### src/rtl/bottleneck_seq.sv
// bottleneck_seq: sequential width adapter between a 64-bit master port and a
// narrow 8- or 16-bit slave port (cyc/stb/ack handshake).
//
// A master transfer of 1, 2, 4 or 8 bytes is split into little-endian slave
// beats. A beat is a halfword when the slave is 16 bits wide, the transfer is
// at least 2 bytes and the start address is even; otherwise every beat is a
// single byte. Read beats are assembled into a 64-bit word, which is then
// zero- or sign-extended from the transfer size. All outputs are registered.
//
// Ports:
//   clk_i       clock, rising edge
//   reset_ni    asynchronous active-low reset
//   m_adr_i     master byte address
//   m_cyc_i     master cycle valid (dropping it during a transfer aborts it)
//   m_stb_i     master strobe
//   m_we_i      master write enable
//   m_siz_i     transfer size: 0=1B, 1=2B, 2=4B, 3=8B
//   m_signed_i  sign-extend the read result
//   m_dat_i     right-justified write data
//   m_ack_o     one-cycle completion pulse
//   m_dat_o     extended read data (held between transfers)
//   s_adr_o     slave beat address
//   s_cyc_o     slave cycle
//   s_stb_o     slave strobe
//   s_we_o      slave write enable
//   s_siz_o     0=byte beat, 1=halfword beat
//   s_dat_o     slave beat write data
//   s_ack_i     slave beat acknowledge
//   s_dat_i     slave beat read data

module bottleneck_seq #(
   parameter int SLAVE_BYTES = 2,
   parameter int ADR_W       = 64
) (
   input  logic                       clk_i,
   input  logic                       reset_ni,
   input  logic [ADR_W-1:0]           m_adr_i,
   input  logic                       m_cyc_i,
   input  logic                       m_stb_i,
   input  logic                       m_we_i,
   input  logic [1:0]                 m_siz_i,
   input  logic                       m_signed_i,
   input  logic [63:0]                m_dat_i,
   output logic                       m_ack_o,
   output logic [63:0]                m_dat_o,
   output logic [ADR_W-1:0]           s_adr_o,
   output logic                       s_cyc_o,
   output logic                       s_stb_o,
   output logic                       s_we_o,
   output logic                       s_siz_o,
   output logic [8*SLAVE_BYTES-1:0]   s_dat_o,
   input  logic                       s_ack_i,
   input  logic [8*SLAVE_BYTES-1:0]   s_dat_i
);

   localparam int SDW = 8 * SLAVE_BYTES;

   typedef enum logic [1:0] {
      IDLE = 2'd0,
      BUS  = 2'd1,
      ACK  = 2'd2
   } state_t;

   state_t      state_q;

   // Latched transfer attributes
   logic        we_q;
   logic        signed_q;
   logic [1:0]  siz_q;
   logic        bb2_q;      // beats are halfwords
   logic [2:0]  last_q;     // index of the final beat (N-1)
   logic [2:0]  k_q;        // current beat index
   logic [63:0] wshift_q;   // write data, current beat's lanes at the bottom
   logic [63:0] asm_q;      // read assembly register

   // ------------------------------------------------------------------
   // Request decode (used only on the accepting edge in IDLE)
   // ------------------------------------------------------------------
   logic       req_bb2;
   logic [2:0] req_last;

   assign req_bb2 = (SLAVE_BYTES == 2) && (m_siz_i != 2'd0) && !m_adr_i[0];

   always_comb begin
      // NOTE: every always_comb output gets a default before any branch so
      // that no path leaves it unassigned, which would infer a latch.
      req_last = 3'd0;
      unique case (m_siz_i)
         2'd0: req_last = 3'd0;
         2'd1: req_last = req_bb2 ? 3'd0 : 3'd1;
         2'd2: req_last = req_bb2 ? 3'd1 : 3'd3;
         2'd3: req_last = req_bb2 ? 3'd3 : 3'd7;
         default: req_last = 3'd0;
      endcase
   end

   // Lanes driven on the slave data bus for one beat. A byte beat on a
   // 16-bit slave keeps the upper lane at zero.
   function automatic logic [SDW-1:0] beat_lanes(input logic [15:0] d,
                                                 input logic        bb2);
      logic [15:0] w;
      w = bb2 ? d : {8'h00, d[7:0]};
      return w[SDW-1:0];
   endfunction

   // ------------------------------------------------------------------
   // Beat datapath
   // ------------------------------------------------------------------
   logic [63:0]      wshift_nxt;
   logic [15:0]      s_dat_pad;
   logic [15:0]      beat_rd;
   logic [3:0]       byte_off;
   logic [63:0]      asm_next;
   logic [ADR_W-1:0] adr_step;

   assign wshift_nxt = bb2_q ? {16'h0000, wshift_q[63:16]}
                             : {8'h00,    wshift_q[63:8]};

   // Only the low byte of the slave bus is meaningful on a byte beat.
   assign s_dat_pad = 16'(s_dat_i);
   assign beat_rd   = bb2_q ? s_dat_pad : {8'h00, s_dat_pad[7:0]};

   // Byte position of the current beat inside the assembled word.
   assign byte_off  = bb2_q ? {k_q, 1'b0} : {1'b0, k_q};
   assign asm_next  = asm_q | ({48'h0, beat_rd} << {byte_off, 3'b000});

   assign adr_step  = {{(ADR_W-2){1'b0}}, bb2_q, ~bb2_q};

   // Extension of the assembled word from the transfer size. Bytes above
   // the size are still zero in asm_next because the register is cleared
   // at the start of every transfer.
   logic [63:0] rd_ext;

   always_comb begin
      rd_ext = asm_next;
      unique case (siz_q)
         2'd0: rd_ext = {{56{signed_q & asm_next[7]}},  asm_next[7:0]};
         2'd1: rd_ext = {{48{signed_q & asm_next[15]}}, asm_next[15:0]};
         2'd2: rd_ext = {{32{signed_q & asm_next[31]}}, asm_next[31:0]};
         2'd3: rd_ext = asm_next;
         default: rd_ext = asm_next;
      endcase
   end

   // ------------------------------------------------------------------
   // Control FSM with registered outputs
   // ------------------------------------------------------------------
   // NOTE: state is updated with non-blocking assignments so that every
   // flop samples the pre-edge values, independent of statement order.
   always_ff @(posedge clk_i or negedge reset_ni) begin
      if (!reset_ni) begin
         state_q  <= IDLE;
         we_q     <= 1'b0;
         signed_q <= 1'b0;
         siz_q    <= 2'd0;
         bb2_q    <= 1'b0;
         last_q   <= 3'd0;
         k_q      <= 3'd0;
         wshift_q <= 64'h0;
         asm_q    <= 64'h0;
         m_ack_o  <= 1'b0;
         m_dat_o  <= 64'h0;
         s_adr_o  <= '0;
         s_cyc_o  <= 1'b0;
         s_stb_o  <= 1'b0;
         s_we_o   <= 1'b0;
         s_siz_o  <= 1'b0;
         s_dat_o  <= '0;
      end else begin
         unique case (state_q)
            IDLE: begin
               m_ack_o <= 1'b0;
               if (m_cyc_i && m_stb_i) begin
                  we_q     <= m_we_i;
                  signed_q <= m_signed_i;
                  siz_q    <= m_siz_i;
                  bb2_q    <= req_bb2;
                  last_q   <= req_last;
                  k_q      <= 3'd0;
                  wshift_q <= m_dat_i;
                  asm_q    <= 64'h0;
                  s_cyc_o  <= 1'b1;
                  s_stb_o  <= 1'b1;
                  s_we_o   <= m_we_i;
                  s_siz_o  <= req_bb2;
                  s_adr_o  <= m_adr_i;
                  s_dat_o  <= beat_lanes(m_dat_i[15:0], req_bb2);
                  state_q  <= BUS;
               end
            end

            BUS: begin
               if (!m_cyc_i) begin
                  // Abort: a slave ack arriving in the same cycle is dropped.
                  s_cyc_o <= 1'b0;
                  s_stb_o <= 1'b0;
                  s_we_o  <= 1'b0;
                  state_q <= IDLE;
               end else if (s_ack_i) begin
                  if (!we_q) begin
                     asm_q <= asm_next;
                  end
                  if (k_q == last_q) begin
                     s_cyc_o <= 1'b0;
                     s_stb_o <= 1'b0;
                     s_we_o  <= 1'b0;
                     m_ack_o <= 1'b1;
                     if (!we_q) begin
                        m_dat_o <= rd_ext;
                     end
                     state_q <= ACK;
                  end else begin
                     k_q      <= k_q + 3'd1;
                     s_adr_o  <= s_adr_o + adr_step;
                     wshift_q <= wshift_nxt;
                     s_dat_o  <= beat_lanes(wshift_nxt[15:0], bb2_q);
                  end
               end
            end

            ACK: begin
               m_ack_o <= 1'b0;
               state_q <= IDLE;
            end

            default: begin
               m_ack_o <= 1'b0;
               s_cyc_o <= 1'b0;
               s_stb_o <= 1'b0;
               state_q <= IDLE;
            end
         endcase
      end
   end

endmodule

### config.mk
export PLATFORM = sky130hd
export DESIGN_NAME = bottleneck_seq
export DESIGN_NICKNAME = d
export VERILOG_FILES = /design/src/rtl/bottleneck_seq.sv
export SDC_FILE = /design/constraint.sdc
export NUM_CORES = 1
export LEC_CHECK = 0
export ABC_AREA = 1
export BUFFER_PORTS_ARGS = -buffer_cell sky130_fd_sc_hd__buf_2
export CAP_MARGIN = 20
export CORE_MARGIN = 4
export CORE_UTILIZATION = 53
export CTS_BUF_LIST = sky130_fd_sc_hd__clkbuf_8
export DETAILED_ROUTE_END_ITERATION = 12
export PLACE_DENSITY = 0.8
export RECOVER_POWER = 100
export SLEW_MARGIN = 20
export SYNTH_ARGS = -nofsm -noshare
export SYNTH_HDL_FRONTEND = slang
export SYNTH_SLANG_ARGS = --single-unit
export TNS_END_PERCENT = 50
### constraint.sdc
create_clock -name clk_i -period 2.1 [get_ports clk_i]
set_input_delay 0.42 -clock clk_i [delete_from_list [all_inputs] [get_ports clk_i]]
set_output_delay 0.42 -clock clk_i [all_outputs]
set_load 0.02 [all_outputs]
### Word level (Yosys, flattened, before mapping)

Cells that the tools add are included.
W data, S select, Z words.

| cells by class | value |
|---|---|
| $add $sub $neg | 2 |
| equality and inequality tests | 17 |
| shift operators | 1 |
| multiplexer cells | 51 |
| bitwise logic cells | 7 |
| reductions and logical operators | 16 |

Operator list:

| kind | number |
|---|---|
| $mux W64 | 12 |
| $pmux W64 S2 | 3 |
| $pmux W64 S4 | 1 |
| $mux W16 | 7 |
| $add A64 B2 Y64 | 1 |
| $or A64 B64 Y64 | 1 |
| $shl A16 B7 Y64 | 1 |
| $mux W56 | 1 |
| $pmux W16 S2 | 1 |
| $mux W3 | 5 |
| $reduce_and A5 Y1 | 3 |
| $ne A2 B2 Y1 const B | 6 |
| $pmux W3 S4 | 1 |
| $eq A2 B2 Y1 const B | 5 |
| $mux W1 | 10 |
| $mux W2 | 5 |
| $reduce_and A4 Y1 | 2 |
| $eq A2 B1 Y1 const B | 3 |
| $logic_not A2 Y1 | 3 |
| $ne A3 B3 Y1 const B | 2 |
| $pmux W3 S2 | 1 |
| $reduce_and A3 Y1 | 2 |
| $mux W4 | 1 |
| $pmux W2 S2 | 1 |
| 10 further kinds | 16 |

| storage, ports and cells | value |
|---|---|
| register bits after elaboration | 288 |
| input port bits | 153 |
| output and inout bits | 149 |
| word-level logic and storage cells | 109 |

### Longest topological paths before layout

Gate-level depths: netlist (run 1).

| logic depth | value |
|---|---|
| depth after elaboration | 7 |
| mapped depth | 15 |
| depth with buffers taken out | 14 |

### Least setup slack after synthesis (run 1)

OpenSTA, ideal clock, no wires.

| timing path | value |
|---|---|
| path type | register -> register |
| start point | register bb2_q |
| end point | register s_adr_o[62] |
| library setup time | 0.116 ns |
| data arrival time | 2.318 ns |
| required time | 1.984 ns |
| slack | -0.334 ns |
| cell stages (with the launch flop) | 16 |
| clock period less this slack | 2.434 ns |
| cells stage by stage | dfrtp_1 -> buf_6 -> inv_2 -> ha_1 -> inv_1 -> fa_1 -> nor2_2 -> nand2_1 -> nor2_1 -> nand2_1 -> inv_1 -> nand2_1 -> nand2_1 -> nand3_1 -> nand2_1 -> nand2_1 |

| on the way | value |
|---|---|
| word-level cells in the longest chain between the ends | 6 |

Ends and longest elaborated chain:

| element | line | text |
|---|---|---|
| start: declaration | 70 | `logic bb2_q;` |
| start signal: assignment | 177 | `bb2_q <= req_bb2;` |
| $not A1 Y1 | 127 | `assign adr_step = {{(ADR_W-2){1'b0}}, bb2_q, ~bb2_q};` |
| $add A64 B2 Y64 (*) | 214 | `s_adr_o <= s_adr_o + adr_step;` |
| $mux W64 (*) | 203 | `if (k_q == last_q) begin` |
| $mux W64 (*) | 199 | `end else if (s_ack_i) begin` |
| $mux W64 (*) | 193 | `if (!m_cyc_i) begin` |
| $pmux W64 S2 (*) | 170 | `unique case (state_q)` |
| end signal: assignment | 186 | `s_adr_o <= m_adr_i;` |
| end signal: assignment | 214 |  |
| end: declaration | 46 | `output logic [ADR_W-1:0] s_adr_o,` |

Every way passes the cells marked *; elsewhere a longest branch is shown, timed or not. The select of a mux whose other input is x is not followed.
A chain may end at the register's enable or synchronous reset.

### Final worst setup path (run 1)

| timing path | value |
|---|---|
| start point | register bb2_q |
| end point | register s_adr_o[48] |

Same word-level chain as after synthesis.

==> metrics.md, run 1 <==
| Metric | Value |
|---|---|
| RSZ-0062 raised after global routing | yes |
| Crit path required time | 2.57 ns |
| Status | finished, violations left |
| Global-route wire length before repair | ~84000 µm |
| GP Congestion | 0.982 |
| Final instance count without filler cells | 3060 |
| Failing checks | setup timing |
| Number of routed nets with antenna violations | 0 |
| Crit Reg-Reg Startpoint | bb2_q |
| Num CTS Buffers | 48 |
| CORE AREA | 0.0299 mm² |
| Grt total ovfl | 0 |
| Port Buf Inserts | 301 |
| Final Skew | 0.0182 ns |
| Seq/Total Area, Yosys | 43.4% |
| Ports | 302 |
| CP max stage delay | 0.44 ns |
| CP most frequent cell | nand2_1 |
| Tot GR Track Use | 30.9% |
| PnR worst setup slack | -0.0535 ns |
| # setup viols final | 5 |
| Root Driver | clkbuf_8 |
| CTS tree | built |
| DIE WIDTH | about 180 µm |
| CP arrival | 2.63 ns |
| Clock transition at the registers of the reported paths | about 0.06 ns |
| Fill count | about 2700 |
| Number of cells after detailed placement | 2957 |
| FP Rows | 63 |
| Max-cap viol count | 0 |
| Die area | around 0.033 mm² |
| Top FF cell, synth | dfrtp_1 |
| Initial antenna violation count | 2 |
| Share of layout cells above drive strength 1 | 15.6% |
| Setup TNS Final | -0.149 ns |
| Mapped Cells | 2301 |
| CP startpoint kind | flip-flop |
| R2R Setup Slk | -0.05 ns |
| Synth-to-layout area growth | 21.3% |
| Number of synthesized flops with an enable pin | 0 |
| Peak Freq | between 400 and 500 MHz |
| Avg WL per Cell | 17.9 µm |
| Crit path from | bb2_q |
| CP endpoint | s_adr_o[48] |
| Residual DRC | 0 |
| Vias in the first global route | ~16000 |
| Final core occ | 65.6% |
| Critical path class | reg2reg |
| Via count | 17000 |
| Die Ht | roughly 180 µm |
| Worst Setup End Kind | flip-flop |
| Total power | 28.2 mW |
| Vias per cell | roughly 5.6 |
| R2R cell count | 14 |
| Cell area after layout | 0.0196 mm² |
| Pwr Density | approximately 1400 mW/mm² |
| Leak pwr | 9.67 nW |
| Critical path, cell by cell | inv_4 -> ha_4 -> inv_2 -> fa_2 -> nor2_4 -> nand2_4 -> buf_6 -> nor2_4 -> buf_4 -> nand3_2 -> nand2_1 -> nand3_1 -> nand2_1 -> nand2_1 |
| Synth Register Bits | 280 |
| Nets | about 2800 |
| Async set-reset flop share out of synthesis | 100% |
| H-tree levels | 2 |
| Clock latency at the later pin of the worst-skew pair | 0.58 ns |
| Synth Cell Area | 0.0161 mm² |
| Ranking of synthesized cells by area | dfrtp_1 (43%), nand2_1 (19%), nor2_1 (6.7%) |
| Crit share post-route | 103% |
| Critical Path Fanout Max | 4 |
| HP Class | in2reg |
| Crit path time final | 2.15 ns |
| Placed Area | about 0.018 mm² |
| WL final | 54700 µm |
| Post-synth top area cell | dfrtp_1 |
| TritonRoute pass-1 iters | 7 |
| HPWL after DPL | 38400 µm |
| Initial Utilization | 54.0% |
| Clk sinks | 280 |
| VDD IR-drop max | just over 0.0009 V |
| Slew headroom | 29.7% |
| Synth cell types | 40 |
| Top-area cell type share of the netlist area | 43.4% |
| Largest net degree at the start of global routing | 103 |
| Worst Max-Slew Pin Slew | 1.05 ns |
| Worst R2R End | s_adr_o[48] |
| Mean area per synthesized cell | 7.02 µm² |
| DR iter-0 viols | 1716 |
| Crit-path slowest cell | dfrtp_2 |
| Pins Over Slew Limit | 0 |
| Yosys warnings | 0 |
| Hold Vio Cnt, Final | 0 |
| Clk buf depth | 3 |
| Mapped Nets | 2458 |
[worst max-delay path: cells and delay by family (launching register included)]
family	cells	cell delay (ns)
buffers and inverters	4	0.38
AND/OR/NAND/NOR	8	0.74
adder cells (fa/ha/maj)	2	0.48
flip-flops	1	0.44
[cell usage after synthesis (12+ instances only)]
library cell  number
nand2_1          827
nor2_1           287
dfrtp_1          280
o21ai_0          183
inv_1            160
nand3_1          146
o21bai_1          60
buf_2             58
a21boi_0          55
clkbuf_1          36
a21oi_1           31
nand4_1           25
buf_4             16
or2_2             15
o21ai_1           12
xor2_1            12
[placed cells by master (no fill, tap or decap), types with 5 or more instances in the layout]
| master | count |
|---|---|
| nand2_1 | 814 |
| nor2_1 | 279 |
| dfrtp_1 | 279 |
| o21ai_0 | 177 |
| inv_1 | 165 |
| buf_2 | 155 |
| clkbuf_1 | 148 |
| nand3_1 | 140 |
| buf_4 | 67 |
| clkbuf_8 | 65 |
| o21bai_1 | 60 |
| a21boi_0 | 55 |
| a21oi_1 | 28 |
| nand4_1 | 25 |
| or2_2 | 15 |
| o21ai_1 | 15 |
| buf_12 | 14 |
| inv_2 | 12 |
| nand2_2 | 12 |
| xor2_1 | 12 |
| nor2_4 | 11 |
| nand3b_1 | 11 |
| buf_6 | 11 |
| o211ai_1 | 9 |
| a31oi_1 | 9 |
| nand2_4 | 8 |
| xnor2_1 | 7 |
| nand3_2 | 7 |
| nor2_2 | 6 |
| clkinv_2 | 6 |
| nor3_1 | 5 |
[report_power, final]
group / switching (mW) / internal (mW)
logic: 9.45 / 4.35
clock network: 2.31 / 2.72
registers: 1.91 / 7.42
total: 13.7 / 14.5
[per-layer routing]
layer  wire, µm  track usage, %
met4       2000            9.76
met3       5180            5.34
met2      25100            49.5
met5          0               0
met1      22500            43.1
[per-stage QoR]
| stage | hold slack [ns] | setup slack [ns] |
|---|---|---|
| final | 0.0412 | -0.0535 |
| after global routing | 0.0353 | -0.177 |
| after CTS | 0.0129 | -0.0549 |
| after detailed placement | 0.326 | -0.0354 |
| after global placement | 0.327 | -0.0143 |
| after floorplan | 0.124 | -0.0495 |
[timing repair]
action | CTS | global route
hold endpoints to repair | 31 | 0
cloned | 0 | 5
resized for setup | 12 | 54
pin swaps | 6 | 19
setup endpoints to repair | 12 | 100
hold buffers | 1 | 0
buffers inserted | 4 | 5
[worst min-delay path by stage]
stage / startpoint / endpoint / slack [ns] / cells past startpoint
6_report: m_dat_i[61] / wshift_q[61] / 0.04 / 3
5_1_grt: m_dat_i[61] / wshift_q[61] / 0.04 / 3
3_3_place_gp: reset_ni / s_adr_o[61] / 0.33 / 1
2_1_floorplan: reset_ni / asm_q[0] / 0.12 / 0
3_5_place_dp: reset_ni / s_adr_o[61] / 0.33 / 1
4_1_cts: m_dat_i[5] / s_dat_o[5] / 0.01 / 3
[logic make-up (layout without fill, tap and decap cells)]
kind of cell / Yosys count / after routing / synth area share (%)
compound gates: 364 / 364 / 13.5
buf+inv: 292 / 657 / 7.91
fa+ha+maj: 4 / 4 / 0.357
xor+xnor: 19 / 19 / 1.03
other cells: 0 / 4 / 0
simple gates: 1342 / 1342 / 33.8
flops: 280 / 280 / 43.4
[layout make-up]
| class | instances | area [µm²] | share of cell area, % |
|---|---|---|---|
| antenna | 4 | 10.0 | 0.0511 |
| clock buffer | 64 | 881 | 4.50 |
| clock inverter | 20 | 100 | 0.511 |
| inverter | 169 | 642 | 3.28 |
| multi-input combinational | 1729 | 8080 | 41.2 |
| sequential | 280 | 7010 | 35.8 |
| tap | 390 | 488 | 2.49 |
| timing repair buffer | 404 | 2380 | 12.2 |
[flip-flops by register name, summed over array words and instances, names as in the netlist, 2 cells and up]
| register | count |
|---|---|
| m_dat_o | 64 |
| k_q | 3 |
| s_dat_o | 16 |
| last_q | 3 |
| wshift_q | 56 |
| asm_q | 64 |
| siz_q | 2 |
| state_q | 2 |
| s_adr_o | 64 |
No activity file was read; power rests on OpenSTA's default activity.
==> run 2: changes to the inputs <==
- CORE_ASPECT_RATIO: not set -> 0.9
==> run 2 against run 1 <==
  * The flow finishes with violations (capacitance limit, slew limit, setup timing)
  * Register-to-register slack hardly changed
  * Maximum frequency grew 0.47%
  * Sequential share of layout area down 0.73 points
  * Die area about the same
  * Cell area rose by 2.1%
  * Routed wire length grew 4.6%
  * Non-clock buffer count rose by 31
  * Worst setup slack better by 0.010 ns
  * Cell count rose by 1.5%
  * Sequential cell count unchanged
  * Largest power group unchanged
==> metrics.md, run 2 (same netlist as run 1, synthesis figures left out) <==
| Metric | Value |
|---|---|
| Ports | roughly 300 |
| CP startpoint kind | flip-flop |
| Commonest non-fill, non-tap cell in the layout | nand2_1 |
| Vias in the first global route | 16400 |
| Tot GR Track Use | 32.7% |
| CORE AREA | between 0.02 and 0.03 mm² |
| Worst Setup End Kind | flip-flop |
| Synth-to-layout area growth | 23.9% |
| Fill count | ~2700 |
| TritonRoute pass-1 iters | 7 |
| R2R cell count | 12 |
| Failing checks | capacitance limit, slew limit, setup timing |
| Die area | 0.0333 mm² |
| Delay-heaviest family, CP | simple AND/OR/NAND/NOR gates |
| Initial Utilization | 53.9% |
| HPWL after DPL | 40900 µm |
| # setup viols final | 4 |
| FP Rows | 60 |
| Sw Share | 48.2% |
| PnR worst setup slack | -0.0434 ns |
| Num CTS Buffers | 48 |
| Clock transition at the registers of the reported paths | 0.06 ns |
| WL met2 | 25800 µm |
| Clk sinks | 280 |
| Avg WL per Cell | 18.4 µm |
| WL final | between 50000 and 60000 µm |
| Crit path from | bb2_q |
| Slew headroom | -9.80% |
| CP arrival | about 2.6 ns |
| Hold Startpoint | m_dat_i[3] |
| Final Skew | 0.0323 ns |
| Min Hold Slack | 0.0497 ns |
| Max-cap viol count | 1 |
| Top routing layer in use | met5 |
| VDD IR-drop max | 0.000876 V |
| R2R Setup Slk | -0.04 ns |
| WHS Endpoint | s_dat_o[3] |
| Routed metal-1 wirelength | 23100 µm |
| Share of layout cells above drive strength 1 | 18.5% |
| Worst R2R End | s_adr_o[36] |
| Critical Path Fanout Max | 6 |
| DIE WIDTH | 192 µm |
| Number of routed nets with antenna violations | 0 |
| RSZ-0062 raised after global routing | yes |
| Largest net degree at the start of global routing | 110 |
| Peak Freq | 467 MHz |
| H-tree levels | 2 |
| Register Area | between 0.007 and 0.008 mm² |
| Root Driver | clkbuf_8 |
| Clk buf depth | 3 |
| Clock latency at the later pin of the worst-skew pair | 0.60 ns |
| Crit-path slowest cell | dfrtp_2 |
| Port Buf Inserts | 301 |
| Pwr Density | 1450 mW/mm² |
| Pins Over Slew Limit | 51 |
| Critical path, cell by cell | inv_4 -> ha_4 -> inv_2 -> fa_2 -> nor2_4 -> nand2_4 -> nor2_4 -> nand4_1 -> o21ai_1 -> nand2_1 -> nand2_1 -> inv_1 |
| Area occupied by multi-input gates | just over 0.008 mm² |
| Critical path class | reg2reg |
| Regs by FF count | asm_q: 64 flops, m_dat_o: 64 flops, s_adr_o: 64 flops |
| Sequential share of power | 31.4% |
| WHS Path Cells | 3 |
| CTS tree | built |
| Hold Vio Cnt, Final | 0 |
| Residual DRC | 0 |
| Most frequent cells in the layout | nand2_1 (813), dfrtp_1 (277), nor2_1 (274), buf_2 (206) |
| Worst Max-Slew Pin Slew | 1.65 ns |
| Clk pwr share | around 17% |
| Crit Reg-Reg Startpoint | bb2_q |
| Critical path buffers and inverters | 3 |
| Die Ht | 174 µm |
| DR iter-0 viols | 1925 |
| Global-route wire length before repair | 87200 µm |
| Switching power | between 10 and 15 mW |
| Number of cells after detailed placement | ~3000 |
| Nets | 2820 |
| HP Class | in2reg |
| Initial antenna violation count | 3 |
| Crit path required time | 2.59 ns |
| Crit path time final | roughly 2.1 ns |
| GP Congestion | 0.974 |
| Vias per cell | 5.55 |
| Crit share post-route | 102% |
| Leak pwr | 9.97 nW |
| Pint | 15.1 mW |
| Via count | 17300 |
| CP max stage delay | 0.42 ns |
| Final core occ | 66.8% |
| Gate power share | 51.2% |
| Final instance count without filler cells | 3107 |
| Met3 WL | 6110 µm |
| Status | finished, violations left |
| Grt total ovfl | 0 |
run 2: how the worst max path moves through the flow:
stage	to	depth (start not counted)	slack (ns)
floorplan	s_adr_o[62]	15	-0.05
global placement	s_adr_o[63]	12	-0.02
detailed placement	s_adr_o[63]	12	-0.04
CTS	s_adr_o[62]	14	-0.02
global route	s_adr_o[62]	15	-0.16
finish	s_adr_o[36]	12	-0.04
run 2: area by class of cell:
class                   instances  area share [%]
multi-input cells            1729            40.6
flip-flops and latches        280            35.0
repair buffers                435            13.6
clock buffers                  65            4.47
inverters                     169            3.22
well taps                     403            2.52
clock inverters                23           0.475
diodes                          3          0.0375
run 2: power groups by stage:
stage	registers (mW)	logic [mW]	clock network, mW
6_report	9.13	14.9	5.04
5_1_grt	9.32	16.3	5.36
4_1_cts	9.02	14.7	5.09
3_5_place_dp	9.09	14.5	0
3_3_place_gp	9.02	14.2	0
2_1_floorplan	10.3	7.74	0
run 2: per-layer routing:
layer,vias up,global-route usage [%]
met1,8076,45.2
met3,145,6.83
met5,-,0
met2,991,50.7
li1,8038,-
met4,2,12.6
run 2: worst min-delay path, delay by kind of cell:
family,cells,cell delay [ns]
AND/OR/NAND/NOR,2,0.09
buffers and inverters,1,0.08
run 2: repair_timing:
item	4_1_cts	5_1_grt
buffers inserted	0	9
pin swaps	0	20
gates resized for setup	7	66
endpoints found under the setup margin	4	103
hold endpoints to repair	41	0
hold buffers	1	0
gates cloned	0	5
run 2: per-stage QoR:
stage                     TNS, ns  total power [mW]  worst slack [ns]  instance area [µm²]
after floorplan            -0.154              18.1           -0.0495                16200
after global placement    -0.0462              23.2           -0.0235                18700
after detailed placement  -0.0689              23.6           -0.0403                18700
after CTS                 -0.0330              28.8           -0.0181                19800
after global routing       -10.46              31.0            -0.165                20000
final                      -0.106              29.1           -0.0434                20000
==> run 3: changes to the inputs <==
- CTS_BUF_LIST: sky130_fd_sc_hd__clkbuf_8 -> sky130_fd_sc_hd__clkbuf_2 sky130_fd_sc_hd__clkbuf_4 sky130_fd_sc_hd__clkbuf_8
==> run 3 against run 2 <==
  * The run still ends with capacitance limit, slew limit, setup timing left
  * Sequential share of layout area decreased by 0.063 points
  * Routed wire length is 0.45% lower
  * Via count about the same
  * Sequential cell count unchanged
  * Highest routed layer is now met4
  * Worst hold slack got worse by 0.0029 ns
  * Sequential power barely moved
  * Combinational power is essentially flat
  * Worst setup slack better by 0.020 ns
  * Critical endpoint unchanged
  * Register-to-register slack improved by 0.02 ns
  * First-iteration DRC count down 0.31%
  * Clock-buffer cell count rose by 21
==> metrics.md, run 3 (same netlist as run 1, synthesis figures left out) <==
| Metric | Value |
|---|---|
| Status | finished, violations left |
| Failing checks | capacitance limit, slew limit, setup timing |
| Clock latency at the later pin of the worst-skew pair | approximately 0.60 ns |
| Max-cap viol count | 1 |
| Port Buf Inserts | 301 |
| Grt total ovfl | 0 |
| Clock transition at the registers of the reported paths | 0.06 ns |
| CORE AREA | 0.0300 mm² |
| CP endpoint | s_adr_o[36] |
| Total power | 29.4 mW |
| Crit path from | bb2_q |
| PnR worst setup slack | -0.0238 ns |
| Worst R2R End | s_adr_o[36] |
| Tot GR Track Use | 32.7% |
| Avg WL per Cell | ~18 µm |
| Crit path time final | roughly 2.1 ns |
| Hold Vio Cnt, Final | 0 |
| Crit path required time | 2.59 ns |
| Peak Freq | roughly 470 MHz |
| DIE WIDTH | 192 µm |
| Num CTS Buffers | 48 |
| Final core occ | between 60% and 70% |
| CP startpoint kind | flip-flop |
| R2R Setup Slk | -0.02 ns |
| Crit share post-route | 101% |
| CTS tree | built |
| Worst Max-Slew Pin Slew | 1.67 ns |
| FP Rows | 60 |
| Critical Path Fanout Max | 6 |
| Final Skew | about 0.031 ns |
| Commonest non-fill, non-tap cell in the layout | nand2_1 |
| Worst Setup End Kind | flip-flop |
| H-tree levels | 2 |
| TritonRoute pass-1 iters | 6 |
| DR iter-0 viols | 1919 |
| Fill count | ~2600 |
| Slew headroom | -11.6% |
| Critical path class | reg2reg |
| Crit Reg-Reg Startpoint | bb2_q |
| Largest net degree at the start of global routing | 110 |
| Root Driver | clkbuf_8 |
| HP Class | in2reg |
| GP Congestion | 0.974 |
| Ports | between 300 and 400 |
| CP arrival | 2.62 ns |
| Cell area after layout | 0.0200 mm² |
| Clk sinks | 280 |
| Pwr Density | 1470 mW/mm² |
| Leak pwr | 9.99 nW |
| Clk buf depth | 3 |
| Most frequent cells in the layout | nand2_1 (816), nor2_1 (277), dfrtp_1 (277), buf_2 (216), o21ai_0 (173) |
| VDD IR-drop max | 0.00106 V |
| Die area | 0.0333 mm² |
| Setup TNS Final | -0.0373 ns |
| Initial antenna violation count | 3 |
| Die Ht | ~170 µm |
| Pins Over Slew Limit | 51 |
| RSZ-0062 raised after global routing | yes |
| Regs by FF count | asm_q: 64 flops, m_dat_o: 64 flops, s_adr_o: 64 flops |
| Vias per cell | 5.55 |
| Vias in the first global route | 16400 |
| WL final | about 57000 µm |
| Global-route wire length before repair | 87200 µm |
| Placed Area | 0.0187 mm² |
| Nets | around 2800 |
| Number of routed nets with antenna violations | 0 |
| Share of layout cells above drive strength 1 | 19.3% |
| Synth-to-layout area growth | 24.1% |
| R2R cell count | 12 |
| Initial Utilization | 53.9% |
| # setup viols final | 2 |
| HPWL after DPL | 40900 µm |
| Residual DRC | 0 |
| Via count | between 15000 and 20000 |
## run 3: changes by cell type in the layout (fill, tap and decap cells not counted), sizes merged
cell | previous run | this run
clkbuf | 169 | 180
inv | 188 | 166
buf | 330 | 338
clkinv | 3 | 4
## run 3: where the power goes
part	internal (mW)	switching (mW)	total [mW]
Combinational	4.90	9.98	14.9
Sequential	7.43	1.70	9.13
Clock	3.12	2.30	5.42
Total	15.5	14.0	29.4
## run 3: critical path, stage by stage (launching register included)
cell and delay [ns]:
dfrtp_2 0.42, inv_4 0.06, ha_4 0.12, inv_2 0.04
fa_2 0.38, nor2_4 0.23, nand2_4 0.12, nor2_4 0.19
nand4_1 0.15, o21ai_1 0.16, nand2_1 0.06, nand2_1 0.05
inv_1 0.04
## run 3: worst min-delay path by stage
stage | depth (start not counted) | startpoint | endpoint
6_report | 3 | m_dat_i[3] | s_dat_o[3]
5_1_grt | 3 | m_dat_i[4] | s_dat_o[4]
4_1_cts | 3 | m_dat_i[3] | s_dat_o[3]
3_5_place_dp | 1 | reset_ni | s_adr_o[29]
3_3_place_gp | 1 | reset_ni | s_adr_o[29]
2_1_floorplan | 0 | reset_ni | asm_q[0]
## run 3: final cells by class
type | count | area [µm²] | area share, %
Clock inverter | 2 | 16.3 | 0.0812
Timing Repair Buffer | 433 | 2720 | 13.5
Multi-Input combinational cell | 1729 | 8080 | 40.3
Clock buffer | 86 | 1050 | 5.25
Sequential cell | 280 | 7010 | 35.0
Antenna cell | 3 | 7.51 | 0.0375
Tap cell | 403 | 504 | 2.52
Inverter | 169 | 649 | 3.24
## run 3: metal layers
metal,vias to the layer above,global-route usage (%),part of all wire [%]
met5,-,0,0
met4,0,12.7,3.8
met3,134,6.93,10
met2,941,50.5,45
met1,8126,45.4,41
li1,8039,-,-
## run 3: repair_timing
item | 4_1_cts | 5_1_grt
gates resized for setup | 7 | 55
hold endpoints to repair | 41 | 0
hold buffers | 1 | 0
setup buffers | 0 | 8
pin swaps | 0 | 14
setup endpoints to repair | 4 | 107
cloned | 0 | 4
## run 3: metrics by stage
step	setup slack [ns]	instances	hold WS, ns
after floorplan	-0.0495	2301	0.124
after global placement	-0.0235	3001	0.398
after detailed placement	-0.0403	3001	0.405
after CTS	-0.0179	3090	0.0201
after global routing	-0.146	3104	0.0345
final	-0.0238	3105	0.0468
